$ cat src/rtl/timer_pkg.sv
// Shared constants and mode encoding for the multi-rate timer.
// Holds the reference clock rate, the reset divider and the channel mode enum.
package timer_pkg;

   localparam int unsigned CLK_HZ      = 50000000;
   localparam int unsigned DEFAULT_DIV = 24999999;

   typedef enum logic {
      PERIODIC = 1'b0,
      ONE_SHOT = 1'b1
   } mode_e;

endpackage

$ cat src/rtl/timer_channel.sv
// One timer channel: counter, terminal register, square/tick/done outputs.
// Ports: clk/rst_n, run_en (global and channel enable), mode, wr_en/wr_div
// (terminal-count load), sq_out/tick/done (registered outputs).
module timer_channel
   import timer_pkg::*;
#(
   parameter int unsigned CNT_W   = 25,
   parameter int unsigned RST_DIV = DEFAULT_DIV
) (
   input  logic             clk,
   input  logic             rst_n,
   input  logic             run_en,
   input  mode_e            mode,
   input  logic             wr_en,
   input  logic [CNT_W-1:0] wr_div,
   output logic             sq_out,
   output logic             tick,
   output logic             done
);

   logic [CNT_W-1:0] cnt_q, cnt_d;
   logic [CNT_W-1:0] div_q, div_d;
   logic             sq_q, sq_d;
   logic             tick_q, tick_d;
   logic             done_q, done_d;

   always_comb begin
      cnt_d  = cnt_q;
      div_d  = div_q;
      sq_d   = sq_q;
      tick_d = 1'b0;
      done_d = done_q;
      if (!run_en) begin
         cnt_d  = '0;
         sq_d   = 1'b0;
         done_d = 1'b0;
      end else if (wr_en) begin
         // a write beats a coinciding terminal count
         cnt_d  = '0;
         done_d = 1'b0;
      end else if (!done_q) begin
         // >= recovers in one cycle if div shrank below cnt
         if (cnt_q >= div_q) begin
            cnt_d  = '0;
            sq_d   = ~sq_q;
            tick_d = 1'b1;
            done_d = (mode == ONE_SHOT);
         end else begin
            cnt_d = cnt_q + CNT_W'(1);
         end
      end
      if (wr_en) begin
         div_d = wr_div;
      end
   end

   always_ff @(posedge clk or negedge rst_n) begin
      if (!rst_n) begin
         cnt_q  <= '0;
         div_q  <= CNT_W'(RST_DIV);
         sq_q   <= 1'b0;
         tick_q <= 1'b0;
         done_q <= 1'b0;
      end else begin
         cnt_q  <= cnt_d;
         div_q  <= div_d;
         sq_q   <= sq_d;
         tick_q <= tick_d;
         done_q <= done_d;
      end
   end

   assign sq_out = sq_q;
   assign tick   = tick_q;
   assign done   = done_q;

endmodule

$ cat src/rtl/multi_rate_timer.sv
// Multi-channel programmable timer: global gating and config decode only.
// Ports: clk_50_mhz, rst_n, enable_n, ch_en, one_shot, cfg_we/cfg_ch/cfg_div,
// sq_out/tick/done per channel.
module multi_rate_timer #(
   parameter int unsigned NUM_CH      = 4,
   parameter int unsigned CNT_W       = 25,
   parameter int unsigned DEFAULT_DIV = timer_pkg::DEFAULT_DIV
) (
   input  logic              clk_50_mhz,
   input  logic              rst_n,
   input  logic              enable_n,
   input  logic [NUM_CH-1:0] ch_en,
   input  logic [NUM_CH-1:0] one_shot,
   input  logic              cfg_we,
   input  logic [3:0]        cfg_ch,
   input  logic [CNT_W-1:0]  cfg_div,
   output logic [NUM_CH-1:0] sq_out,
   output logic [NUM_CH-1:0] tick,
   output logic [NUM_CH-1:0] done
);

   logic [NUM_CH-1:0] run_en;
   logic [NUM_CH-1:0] wr_en;

   always_comb begin
      run_en = '0;
      wr_en  = '0;
      for (int i = 0; i < NUM_CH; i++) begin
         run_en[i] = !enable_n && ch_en[i];
         // out-of-range indices match no channel
         wr_en[i]  = cfg_we && (cfg_ch == 4'(i));
      end
   end

   for (genvar g = 0; g < NUM_CH; g++) begin : g_ch
      timer_channel #(
         .CNT_W   (CNT_W),
         .RST_DIV (DEFAULT_DIV)
      ) u_ch (
         .clk    (clk_50_mhz),
         .rst_n  (rst_n),
         .run_en (run_en[g]),
         .mode   (timer_pkg::mode_e'(one_shot[g])),
         .wr_en  (wr_en[g]),
         .wr_div (cfg_div),
         .sq_out (sq_out[g]),
         .tick   (tick[g]),
         .done   (done[g])
      );
   end

endmodule

$ cat config.mk
export PLATFORM = sky130hd
export DESIGN_NAME = multi_rate_timer
export DESIGN_NICKNAME = d
export VERILOG_FILES = /design/src/rtl/timer_pkg.sv /design/src/rtl/timer_channel.sv /design/src/rtl/multi_rate_timer.sv
export SDC_FILE = /design/constraint.sdc
export NUM_CORES = 1
export LEC_CHECK = 0
export ABC_AREA = 1
export CORE_MARGIN = 2
export CORE_UTILIZATION = 46
export DETAILED_ROUTE_END_ITERATION = 12
export GPL_TIMING_DRIVEN = 1
export MAX_ROUTING_LAYER = met4
export PLACE_DENSITY_LB_ADDON = 0.3
export SYNTH_ARGS = -nofsm -noshare
export SYNTH_HDL_FRONTEND = slang
export SYNTH_SLANG_ARGS = --single-unit
$ cat constraint.sdc
create_clock -name clk_50_mhz -period 2.3 [get_ports clk_50_mhz]
set_input_delay 0.46 -clock clk_50_mhz [delete_from_list [all_inputs] [get_ports clk_50_mhz]]
set_output_delay 0.46 -clock clk_50_mhz [all_outputs]
set_load 0.005 [all_outputs]
==> results.json, run 1 <==
{
  "n_antenna_cell": 0,
  "max_freq_mhz": 463,
  "grt_max_degree": 53,
  "die_area_um2": 30700,
  "power_mw": 10.4,
  "ys_ff_latch": 212,
  "ant_nets": 0,
  "synth_ff_type": "dfrtp_1",
  "leakage_nw": 7.91,
  "cts_tree": "done",
  "drcViolationCount": 0,
  "yosysWarnings": 0,
  "grt.total_usage_pct": 24.5,
  "io_pins": 53,
  "syn_nets": 1944,
  "grt_pass1_vias": 11300,
  "synth_top_area_share_pct": 26.7,
  "drtIter0Drc": 918,
  "cts_buffers": 25,
  "root_buffer": "clkbuf_16",
  "netlist_top_cells_area": "dfrtp_1 27%, nand2_1 14%, dfstp_2 13%",
  "finClkSkew_ns": 0.0128,
  "crit_fanout": 6,
  "totalWireLength_mm": 36.0,
  "synth.distinct_cells": 42,
  "gr-total-overflow": 0,
  "clk_pin_slew_ns": 0.06,
  "cp.arrival_ns": 2.63,
  "initial_utilization_pct": 46.9,
  "path_class": "reg2reg",
  "num_rows": 62,
  "wl_per_cell_um": 15.7,
  "port-buffer-count": 52,
  "antenna_found_initial": 0,
  "hold-worst-slack_ns": 0.432,
  "fill_cells": 2710,
  "vias": 11800,
  "maxCapViolCount": 0,
  "synth_area_um2": 13500,
  "worstPathRequired_ns": 2.77,
  "ir_drop_v": 0.000523,
  "vias_per_cell": 5.13,
  "layout-drive-gt1-share_pct": 12.5,
  "min_path_type": "in2async",
  "insertion_delay_ns": 0.53,
  "cts.sinks": 212,
  "synth_edf_count": 0,
  "end_kind": "flop",
  "postSynth.asyncResetShare_pct": 100,
  "area_growth_pct": 17.2,
  "nets": 2040,
  "setup_viol": 0,
  "die_h_um": 175,
  "yosysSeqAreaShare_pct": 40.0,
  "finalCriticalPeriod_ns": 2.16,
  "place_hpwl_mm": 27.2,
  "fin_crit_sh_pct": 93.8,
  "tightest_slew_ns": 0.722,
  "worst_slew_margin_rel_pct": 51.8,
  "yosys.area.top_type": "dfrtp_1",
  "die_w_um": 175,
  "cts.htree.levels": 1,
  "status": "finished clean",
  "grt_pass1_wl_mm": 58.5,
  "maxSlewViolCount": 0,
  "syn_inst": 1799,
  "clockBufferDepth": 3,
  "core_area_um2": 28800,
  "place_congestion": 0.960,
  "hold_violations": 0,
  "cp-start-kind": "flop",
  "firstDrtPassIters": 8,
  "avgSynthCellArea_um2": 7.50,
  "p_per_area_nw_per_um2": 658
}
layout make-up:
cell class	count	area, um^2	area share (%)
Multi-Input combinational cell	1247	6830	43.2
Sequential cell	212	5390	34.1
Timing Repair Buffer	121	1110	7.01
Inverter	288	1080	6.84
Clock buffer	33	759	4.81
Tap cell	384	480	3.04
Clock inverter	12	151	0.958
synth_stat cells (7+ instances only):
cell type,n
xor2_1,54
ha_1,104
nor2_1,126
nor2_2,8
nand2_1,504
nor3_1,31
dfstp_2,68
nand4_1,52
o21ai_0,122
inv_1,281
dfrtp_1,144
a21o_1,7
buf_2,12
a21oi_1,84
buf_4,15
inv_2,7
o21ai_1,9
nand3_1,88
clkbuf_1,23
sequential cells by signal, summed over array words and instances, names as in the netlist:
signal	count
g_ch.u_ch.done	4
g_ch.u_ch.sq_out	4
g_ch.u_ch.cnt_q	100
g_ch.u_ch.tick	4
g_ch.u_ch.div_q	100
final timing paths:
check	end	slack (ns)	start	depth (start not counted)
max	g_ch[1].u_ch.cnt_q[1]	0.14	g_ch[1].u_ch.div_q[12]	15
min	g_ch[3].u_ch.cnt_q[9]	0.43	rst_n	2
max reg2reg	g_ch[1].u_ch.cnt_q[1]	0.14	g_ch[1].u_ch.div_q[12]	15
min reg2reg	g_ch[2].u_ch.div_q[15]	0.48	g_ch[2].u_ch.div_q[15]	2
max in group asynchronous	g_ch[2].u_ch.div_q[22]	1.17	rst_n	3
min in group clk_50_mhz	g_ch[2].u_ch.div_q[15]	0.48	g_ch[2].u_ch.div_q[15]	2
where the power goes:
part,internal [mW],switching [mW]
clock,2.66,1.66
sequential,4.28,0.220
combinational,0.603,0.984
cells by family after synthesis:
logic type	after synthesis	synth area share [%]
flops	212	40.0
fa+ha+maj	104	9.65
buf+inv	340	10.1
xor+xnor	59	3.83
compound gates	239	9.36
simple gates	845	27.1
timing repair:
| item | CTS | global route |
|---|---|---|
| hold buffers | 1 | 0 |
| buffers inserted | 0 | 3 |
| pin swaps | 0 | 5 |
| resized for setup | 1 | 26 |
| hold endpoints to repair | 29 | 0 |
| setup endpoints to repair | 7 | 65 |
through the flow:
stage	instance area, um^2	cells	setup WS (ns)	setup TNS [ns]	utilization [%]
after floorplan	13500	1799	0.353	0	-
after global placement	14800	2248	-0.0934	-1.31	51.3
after detailed placement	14800	2248	-0.159	-2.55	51.3
after CTS	15700	2294	0.00419	0	54.5
after global routing	15800	2297	-0.0117	-0.0346	54.9
final	15800	2297	0.142	0	54.9
layout by cell type, fill, tap and decap left out, types with 6 or more instances in the layout:
master,instances
inv_1,281
ha_1,103
nand4_1,52
nor3_1,28
inv_2,7
nor2_1,123
nor2_2,7
nand2_1,497
a21o_1,7
nand3_1,85
dfstp_2,68
clkbuf_16,28
nand2_2,11
xor2_1,54
buf_4,63
dfrtp_1,143
clkdlybuf4s50_1,51
nor2_4,6
a21oi_1,83
nand3b_1,6
o21ai_0,120
o21ai_1,11
metal layers:
layer  global-route usage (%)  up-vias  wire [um]
met5                        -        -          0
met4                     7.01        0       1030
met3                     2.94       53       1790
met2                     39.0      250      16600
met1                     33.0     5561      16500
li1                         -     5919          -
worst max-delay path, cell delays in order, from the launching register on:
cell and delay (ns):
dfstp_2 0.53, inv_1 0.04, ha_1 0.31, nand2_2 0.11, inv_1 0.06, nand2_1 0.06
nand2_1 0.05, nand2_1 0.05, nand2_1 0.08, nand2_4 0.11, inv_1 0.07, nor2_4 0.15
nand2_2 0.09, nor2_4 0.19, nand3_1 0.11, nand2_1 0.07
(Power assumes the default switching activity.)
==> inputs of run 2 (changes only) <==
Settings changed: TNS_END_PERCENT set to 50.
==> results of run 2 <==
No change in the layout: final DEF, timing and power equal those of run 1.
==> inputs of run 3 (changes only) <==
Settings changed: CORE_UTILIZATION 46 to 50, SLEW_MARGIN set to 20.
==> run 3 against run 2 <==
  * Global-route usage up 1.5 points
  * Largest power group unchanged
  * Critical endpoint is now g_ch[1].u_ch.cnt_q[12]
  * Non-clock buffer count down 5
  * Core utilization up 3.7 points
  * Register-to-register slack better by 0.03 ns
  * Sequential power about the same
  * Clock skew down 0.0027 ns
  * Fmax up 1.5%
  * Die area down 7.8%
  * Hold slack better by 0.019 ns
  * Highest routed layer unchanged
  * Clock power down 2%
  * Clock-buffer cell count up 1
==> results.json, run 3 (synthesis gave the netlist of run 1 again) <==
{
  "cp.arrival_ns": 2.55,
  "cts_tree": "done",
  "instances_no_fill": 2248,
  "p_per_area_nw_per_um2": 657,
  "gr-total-overflow": 0,
  "grt_pass1_vias": 11400,
  "cts.sinks": 212,
  "die_h_um": 168,
  "vias": 11800,
  "fin_ws_ns": 0.173,
  "leakage_nw": 7.88,
  "most-common-layout-cells": "502 x nand2_1, 280 x inv_1, 143 x dfrtp_1, 122 x nor2_1, 121 x o21ai_0",
  "finalCriticalPeriod_ns": 2.13,
  "drcViolationCount": 0,
  "crit_family": "simple AND/OR/NAND/NOR gates",
  "design_area_um2": 15700,
  "place_congestion": 0.977,
  "setup_viol": 0,
  "maxSlewViolCount": 0,
  "mostFrequentLayoutCell": "nand2_1",
  "ant_nets": 0,
  "totalWireLength_mm": 35.2,
  "n_antenna_cell": 0,
  "port-buffer-count": 52,
  "status": "finished clean",
  "ff_latch_area_um2": 5390,
  "placed_area_um2": 14700,
  "place_hpwl_mm": 26.5,
  "grt.total_usage_pct": 26.1,
  "cts_buffers": 24,
  "worstPathRequired_ns": 2.72,
  "cp_slowest_stage_delay_ns": 0.53,
  "fill_cells": 2458,
  "root_buffer": "clkbuf_16",
  "min_path_type": "in2async",
  "firstDrtPassIters": 5,
  "worst_slew_margin_rel_pct": 67.1,
  "worstPathCellList": "inv_1 > ha_1 > nand2_1 > nor2_2 > nand2_1 > nor3_1 > nand2_1 > buf_4 > nand4_1 > nand3_1 > nand2_1 > inv_1",
  "crit_fanout": 9,
  "vias_per_cell": 5.25,
  "grt_max_degree": 55,
  "insertion_delay_ns": 0.53,
  "finClkSkew_ns": 0.0100,
  "path_class": "reg2reg",
  "die_w_um": 168,
  "initial_utilization_pct": 50.5,
  "grt_setup_unrepaired": "yes",
  "placed_cells": 2201,
  "clockBufferDepth": 3,
  "layout-drive-gt1-share_pct": 11.7,
  "crit_top_cell": "nand2_1",
  "dp_slack_ns": -0.0152,
  "core_area_um2": 26700,
  "io_pins": 53,
  "cp_num_buf_inv": 3,
  "cp-start-kind": "flop",
  "multi_input_area_um2": 6780,
  "hold_violations": 0,
  "drtIter0Drc": 930,
  "grt_pass1_wl_mm": 57.8,
  "antenna_found_initial": 0,
  "end_kind": "flop",
  "cts.htree.levels": 1,
  "die_area_um2": 28300,
  "nets": 2034,
  "ir_drop_v": 0.000570,
  "max_freq_mhz": 470,
  "clk_pin_slew_ns": 0.06,
  "num_rows": 60,
  "tightest_slew_ns": 0.490,
  "area_growth_pct": 16.2,
  "reg_top3": "g_ch.u_ch.cnt_q x100, g_ch.u_ch.div_q x100",
  "wl_per_cell_um": 15.7,
  "maxCapViolCount": 0,
  "final_util_pct": 58.6,
  "cp_slowest_cell": "dfstp_2",
  "fin_crit_sh_pct": 92.5
}
==> run 3: worst paths after layout <==
kind | start | endpoint | slack, ns | cells past startpoint
hold reg to reg | g_ch[3].u_ch.div_q[6] | g_ch[3].u_ch.div_q[6] | 0.49 | 2
hold / removal | rst_n | g_ch[3].u_ch.cnt_q[4] | 0.45 | 2
setup / recovery | g_ch[1].u_ch.div_q[24] | g_ch[1].u_ch.cnt_q[12] | 0.17 | 12
setup reg to reg | g_ch[1].u_ch.div_q[24] | g_ch[1].u_ch.cnt_q[12] | 0.17 | 12
min in group clk_50_mhz | g_ch[3].u_ch.div_q[6] | g_ch[3].u_ch.div_q[6] | 0.49 | 2
max in group asynchronous | rst_n | g_ch[2].u_ch.div_q[22] | 1.08 | 3
==> run 3: metrics by stage <==
| stage | TNS, ns | hold slack [ns] | power [mW] |
|---|---|---|---|
| 2_1_floorplan | 0 | 0.164 | 5.53 |
| 3_3_place_gp | 0 | 0.448 | 6.02 |
| 3_5_place_dp | -0.0152 | 0.446 | 6.09 |
| 4_1_cts | 0 | 0.455 | 10.3 |
| 5_1_grt | -0.0155 | 0.491 | 10.8 |
| 6_report | 0 | 0.451 | 10.3 |
==> run 3: area by class of cell <==
type	instances	share of cell area (%)
Multi-Input combinational cell	1247	43.3
Clock inverter	10	0.878
Tap cell	341	2.72
Clock buffer	34	4.73
Inverter	288	6.90
Sequential cell	212	34.4
Timing Repair Buffer	116	7.07
==> run 3: where the power goes <==
part / internal [mW] / switching (mW) / total, mW / leakage, nW
registers: 4.28 / 0.225 / 4.51 / 2.67
clock network: 2.58 / 1.64 / 4.22 / 0.433
logic: 0.595 / 0.962 / 1.56 / 4.78
==> run 3: what timing repair did <==
| action | CTS | global route |
|---|---|---|
| hold buffers | 1 | 0 |
| hold endpoints to repair | 30 | 0 |
| resized for setup | 0 | 16 |
| setup buffers | 0 | 2 |
| setup endpoints to repair | 0 | 73 |
==> run 3: routing by layer <==
layer / global-route usage [%] / vias to the layer above / share of wire, %
li1: - / 5914 / -
met1: 34.0 / 5534 / 45
met2: 42.2 / 282 / 47
met3: 3.24 / 69 / 4.3
met4: 8.92 / 0 / 3.7
met5: - / - / 0
